File: config.mk
export PLATFORM = sky130hd
export DESIGN_NAME = digit_shift_queue
export DESIGN_NICKNAME = d
export VERILOG_FILES = /design/src/rtl/digit_shift_queue.sv
export SDC_FILE = /design/constraint.sdc
export NUM_CORES = 1
export LEC_CHECK = 0
export ABC_AREA = 1
export BUFFER_PORTS_ARGS = -buffer_cell sky130_fd_sc_hd__buf_4
export CAP_MARGIN = 20
export CELL_PAD_IN_SITES_DETAIL_PLACEMENT = 2
export CELL_PAD_IN_SITES_GLOBAL_PLACEMENT = 2
export CORE_MARGIN = 2
export CORE_UTILIZATION = 26
export DETAILED_ROUTE_END_ITERATION = 16
export GPL_TIMING_DRIVEN = 0
export PLACE_DENSITY = 0.87
export SETUP_SLACK_MARGIN = 0.15
export SYNTH_ARGS = -nofsm -noshare
export SYNTH_HDL_FRONTEND = slang
export SYNTH_SLANG_ARGS = --single-unit
File: constraint.sdc
create_clock -name clk -period 1.8 [get_ports clk]
set_input_delay 0.18 -clock clk [delete_from_list [all_inputs] [get_ports clk]]
set_output_delay 0.18 -clock clk [all_outputs]
set_load 0.005 [all_outputs]
File: src/rtl/digit_shift_queue.sv
// Digit shift queue for the 7-segment path: newest digit at shr[0], with backspace, edit, clear and rotate.
// Define DIGIT_SHIFT_QUEUE_ROTATE_EN to build the rotate datapath; otherwise the rot input is ignored.
module digit_shift_queue #(
  parameter int DEPTH     = 4,
  parameter int WIDTH     = 4,
  parameter int OVERWRITE = 0
) (
  input  logic                             clk,
  input  logic                             rst,
  input  logic [WIDTH-1:0]                 data_in,
  input  logic                             push,
  input  logic                             pop,
  input  logic                             clear,
  input  logic                             rot,
  output logic [DEPTH-1:0][WIDTH-1:0]      shr,
  output logic [DEPTH-1:0]                 valid,
  output logic [$clog2(DEPTH+1)-1:0]       count,
  output logic                             full,
  output logic                             empty,
  output logic                             ovf,
  output logic                             udf
);

  localparam int CW = $clog2(DEPTH+1);

  logic [DEPTH-1:0][WIDTH-1:0] shr_q, shr_d;
  logic [CW-1:0]               count_q, count_d;
  logic                        ovf_q, ovf_d;
  logic                        udf_q, udf_d;
  logic                        isFull, isEmpty;

  assign isFull  = (count_q == CW'(DEPTH));
  assign isEmpty = (count_q == '0);

`ifdef DIGIT_SHIFT_QUEUE_ROTATE_EN
  logic [WIDTH-1:0] rotTop;
`else
  logic unused_rot;
  assign unused_rot = rot;
`endif

  // Digits above count are kept at zero by every path, so a shift-in never carries stale data.
  always_comb begin
    shr_d   = shr_q;
    count_d = count_q;
    ovf_d   = ovf_q;
    udf_d   = udf_q;
`ifdef DIGIT_SHIFT_QUEUE_ROTATE_EN
    rotTop  = '0;
`endif
    if (clear) begin
      shr_d   = '0;
      count_d = '0;
      ovf_d   = 1'b0;
      udf_d   = 1'b0;
    end else if (push && (!pop || isEmpty)) begin
      if (!isFull || OVERWRITE != 0) begin
        shr_d[0] = data_in;
        for (int i = 1; i < DEPTH; i++) begin
          shr_d[i] = shr_q[i-1];
        end
        if (!isFull) begin
          count_d = count_q + CW'(1);
        end
      end else begin
        ovf_d = 1'b1;
      end
    end else if (push && pop) begin
      shr_d[0] = data_in;
    end else if (pop) begin
      if (isEmpty) begin
        udf_d = 1'b1;
      end else begin
        for (int i = 0; i < DEPTH-1; i++) begin
          shr_d[i] = shr_q[i+1];
        end
        shr_d[DEPTH-1] = '0;
        count_d        = count_q - CW'(1);
      end
    end
`ifdef DIGIT_SHIFT_QUEUE_ROTATE_EN
    else if (rot && !isEmpty) begin
      for (int i = 0; i < DEPTH; i++) begin
        if (CW'(i+1) == count_q) begin
          rotTop = shr_q[i];
        end
      end
      shr_d[0] = rotTop;
      for (int i = 1; i < DEPTH; i++) begin
        if (CW'(i) < count_q) begin
          shr_d[i] = shr_q[i-1];
        end
      end
    end
`endif
  end

  always_ff @(posedge clk) begin
    if (rst) begin
      shr_q   <= '0;
      count_q <= '0;
      ovf_q   <= 1'b0;
      udf_q   <= 1'b0;
    end else begin
      shr_q   <= shr_d;
      count_q <= count_d;
      ovf_q   <= ovf_d;
      udf_q   <= udf_d;
    end
  end

  always_comb begin
    valid = '0;
    for (int i = 0; i < DEPTH; i++) begin
      valid[i] = (CW'(i) < count_q);
    end
  end

  assign shr   = shr_q;
  assign count = count_q;
  assign full  = isFull;
  assign empty = isEmpty;
  assign ovf   = ovf_q;
  assign udf   = udf_q;

endmodule

Word level (Yosys, flattened, before mapping)
Cells that the tools add are included.
- logic and storage cells: 43
- RAM bits: 0
- memories: 0
- ROM bits: 0
- flip-flop bits (word level): 21
- latch bits: 0
- $mul: 0
- add/subtract/negate cells: 2
- bitwise logic cells: 2
- shift-type cells: 0
- divide/modulo/power cells: 0
- $lt $le $gt $ge: 4
- reductions and logical operators: 12
- multiplexer cells: 11
- equal/unequal tests: 5
- operators with widths (cell ; count):
    $mux 16 ; 4
    $mux 3 ; 5
    $mux 12 ; 1
    $reduce_and 4->1 ; 2
    $lt 1x3->1 const A ; 2
    $lt 2x3->1 const A ; 2
    $mux 4 ; 1
    $ne 2x2->1 const B ; 2
    $add 3x1->3 const B ; 1
    $eq 3x3->1 const B ; 1
    $logic_not 3->1 ; 1
    $ne 3x1->1 const B ; 1
    $reduce_and 3->1 ; 1
    $reduce_bool 3->1 ; 1
    $sub 3x1->3 const B ; 1
    $logic_and 1x1->1 ; 2
    $ne 2x1->1 const B ; 1
    $not 1->1 ; 2
    $reduce_and 2->1 ; 1
    $reduce_bool 2->1 ; 1
    $reduce_or 2->1 ; 1
    $logic_not 1->1 ; 1
    $logic_or 1x1->1 ; 1

Depth between registers and ports, before layout
- word-level depth: 5
- gate-level depth with buffers: 10

Worst setup path after synthesis
No wires, ideal clock.
- kind: reg-to-reg
- start point: reg count_q[0], in the netlist count[0]
- end point: reg shr_q, in the netlist shr[4]
- stages on the path, launching flop included: 10
- setup time: 121 ps
- period minus slack after synthesis: 1353 ps
- slack: 447 ps
- path buffers: 1
- data arrival time: 1232 ps
- data required time: 1679 ps
- cell sequence: dfxtp_1 inv_1 ha_1 nand2_1 nand2_1 nand2_4 nand2_4 buf_6 nand2_1 a21oi_2
- word-level cells in the longest chain between the ends: 5
- RTL lines (item ; line ; text):
    start: declaration ; 27 ; logic [CW-1:0] count_q, count_d;
    start signal: assignment ; 106 ; count_q <= count_d;
    $logic_not 3->1 ; 33 ; assign isEmpty = (count_q == '0);
    $logic_or 1x1->1 ; 56 ; end else if (push && (!pop || isEmpty)) begin
    $logic_and 1x1->1 ; 56 ;
    $ne 2x2->1 (no source line), or another cell as far along ; - ;
    $reduce_and 4->1 (no source line) ; - ;
    end signal: assignment ; 105 ; shr_q <= shr_d;
    end: declaration ; 26 ; logic [DEPTH-1:0][WIDTH-1:0] shr_q, shr_d;
Several ways; a longest one is shown, not always the timed one.
A chain may end at the register's enable or synchronous reset.

Worst setup path in the final report
- start point: reg count_q[0], in the netlist count[0]
- end point: reg shr_q, in the netlist shr[12]
The elaborated chain is that of the path after synthesis.

==> flow_summary.json <==
{
  "cp-startpoint": "count[0]",
  "hold_viol": 0,
  "overflow": 0,
  "gp_congestion": 0.768,
  "grt_pass1_vias": 1286,
  "drtAntennaViolNets": 0,
  "ctsHoldBuffers": 0,
  "cts_root_buf": "clkbuf_8",
  "outcome": "completed",
  "rows": 23,
  "cts.sinks": 21,
  "tritoncts": "yes",
  "die_area_sq_um": 4770,
  "antenna_found_initial": 0,
  "ios": 37,
  "r2r_end": "shr[12]",
  "rsz0062_at_grt": "no",
  "grt_usage": 0.159,
  "max_cap_viol_count": 0,
  "timing.fmax_mhz": 656,
  "yosys.area.top_type": "dfxtp_1",
  "syn_to_final_growth_pct": 36.0,
  "maxSlewViolCount": 0,
  "ff2ff_setup_slack_ps": 280,
  "path_class": "flip-flop to flip-flop",
  "start_util": 0.273,
  "place_area_sq_um": 1420,
  "syn_nets": 163,
  "diodes": 0,
  "switching_share": 0.312,
  "core_sq_um": 4030,
  "drt-total-wl_mm": 3.75,
  "path_max_fanout": 10,
  "reg2reg_from": "count[0]",
  "synth_top_area_share": 0.382,
  "first_pass_iters": 4,
  "p_int_mw": 0.735,
  "setup_violations": 0,
  "cellPowerDensity_nw_per_um2": 713,
  "drtIter0Drc": 25,
  "ys_ff_latch": 21,
  "yosysUniqueCellTypes": 20,
  "drc": 0,
  "cp-endpoint": "shr[12]",
  "worstPathArrival_ps": 1670,
  "ys_seq_area_frac": 0.382,
  "clk_pin_slew_worst_paths_ps": 80,
  "start_kind": "flip-flop",
  "yosysMostFrequentCell": "nand2_1",
  "end_kind": "flip-flop",
  "p_switching_mw": 0.334,
  "fin_worst_skew_ps": 3.52,
  "timing.final.crit_period_ps": 1520,
  "synth_area_leaders": "dfxtp_1 38%, nand2_1 18%, nand3_1 8.2%",
  "critical_path_required_ps": 1950,
  "p_comb_frac": 0.237,
  "stdcell_area_sq_um": 1500,
  "dieHeight_um": 69.1,
  "netlist_instances": 150,
  "grt_max_degree": 13,
  "synth_commonest_cells": "54 x nand2_1, 21 x dfxtp_1, 18 x nand3_1",
  "worst_pin_slew_ps": 525,
  "nets": 203,
  "grt_pass1_wl_mm": 6.20,
  "place_hpwl_mm": 2.82,
  "syn_avg_cell_area_sq_um": 7.34,
  "async_flop_share": 0,
  "dp.cells": 234,
  "synth-main-ff-cell": "dfxtp_1",
  "vdd_drop_max_mv": 0.309,
  "fin_cells": 239,
  "relSlewSlack": 0.649,
  "power_leakage_nw": 0.703,
  "pwr-share-seq": 0.458,
  "vias": 1180,
  "insertion_delay_ps": 270,
  "die_w_um": 69.1,
  "p_total_mw": 1.07,
  "yosysWarnings": 0,
  "synth_edf_count": 0,
  "viasPerCell": 4.94,
  "setup_tns_ps": 0,
  "synth_area_sq_um": 1100,
  "numPortBuffers": 34,
  "finalCritPeriodShare": 0.847,
  "power_frac_clock": 0.305,
  "r2r_cells": 9,
  "wire_per_inst_um": 15.7,
  "holdCritPathClass": "input pin to flip-flop",
  "htreeDepth": 1,
  "drive_gt1_frac": 0.349,
  "clock_path_buffers": 2,
  "cts_buffers": 3
}
metrics by stage:
stage	setup WS [ps]	hold slack (ps)	util
floorplan	447	341	-
global placement	285	444	0.352
detailed placement	141	454	0.352
CTS	159	198	0.364
global route	154	249	0.372
finish	275	205	0.372
critical path: stages, from the launching register on:
cell	delay [ps]
dfxtp_2	350
inv_2	60
ha_1	220
nand2_2	120
nand2_2	90
buf_6	160
nand2_8	90
clkinvlp_4	140
nand3_1	100
a21oi_1	70
final cells by class:
| type | instances | area (sq um) |
|---|---|---|
| fill | 485 | 2530 |
| clock inverter | 1 | 5.00 |
| sequential | 21 | 423 |
| multi-input combinational | 110 | 597 |
| timing repair buffer | 35 | 263 |
| inverter | 12 | 51.3 |
| clock buffer | 3 | 41.3 |
| tap | 50 | 62.6 |
| buffer | 7 | 55.1 |
repair_timing:
item	4_1_cts	5_1_grt
buffers inserted	0	1
resized for setup	2	7
endpoints found under the setup margin	7	18
sequential cells by signal (all words and copies together), names as in the netlist:
register  cells
udf           1
shr          16
count         3
ovf           1
routing by layer:
layer	routed length (um)	part of all wire	vias to the layer above	GRT usage
met3	149	0.040	4	0.0249
met2	2030	0.54	23	0.309
met1	1540	0.41	590	0.178
met5	0	0	-	0
met4	34	0.0091	0	0.0392
li1	-	-	563	-
power groups by stage:
stage               Clock [mW]  Combinational (mW)  Sequential, mW
floorplan                    0               0.144           0.498
global placement             0               0.231           0.499
detailed placement           0               0.242           0.500
CTS                      0.329               0.245           0.489
global route             0.355               0.281           0.492
finish                   0.326               0.253           0.489
logic make-up after synthesis:
group,count (synthesis),synth area share
buffers and inverters,19,0.0909
XOR/XNOR,2,0.0159
flip-flops,21,0.382
AO/OA/AOI/OAI,24,0.145
AND/OR/NAND/NOR,81,0.332
adder cells (fa/ha/maj),3,0.0341
worst min-delay path by stage:
stage | start | endpoint | slack (ps) | depth (start not counted)
after floorplan | pop | udf | 340 | 2
after global placement | ovf | ovf | 440 | 2
after detailed placement | ovf | ovf | 450 | 2
after CTS | pop | udf | 200 | 3
after global routing | pop | udf | 250 | 3
final | pop | udf | 210 | 3
layout by cell type, fill, tap and decap left out, types with 4 or more instances in the layout:
| master | instances |
|---|---|
| a21oi_1 | 11 |
| a21oi_2 | 5 |
| buf_4 | 38 |
| dfxtp_1 | 19 |
| inv_1 | 7 |
| nand2_1 | 53 |
| nand2_2 | 4 |
| nand3_1 | 17 |
| o211a_1 | 4 |
Note: power is estimated with default switching activity, not from simulation.
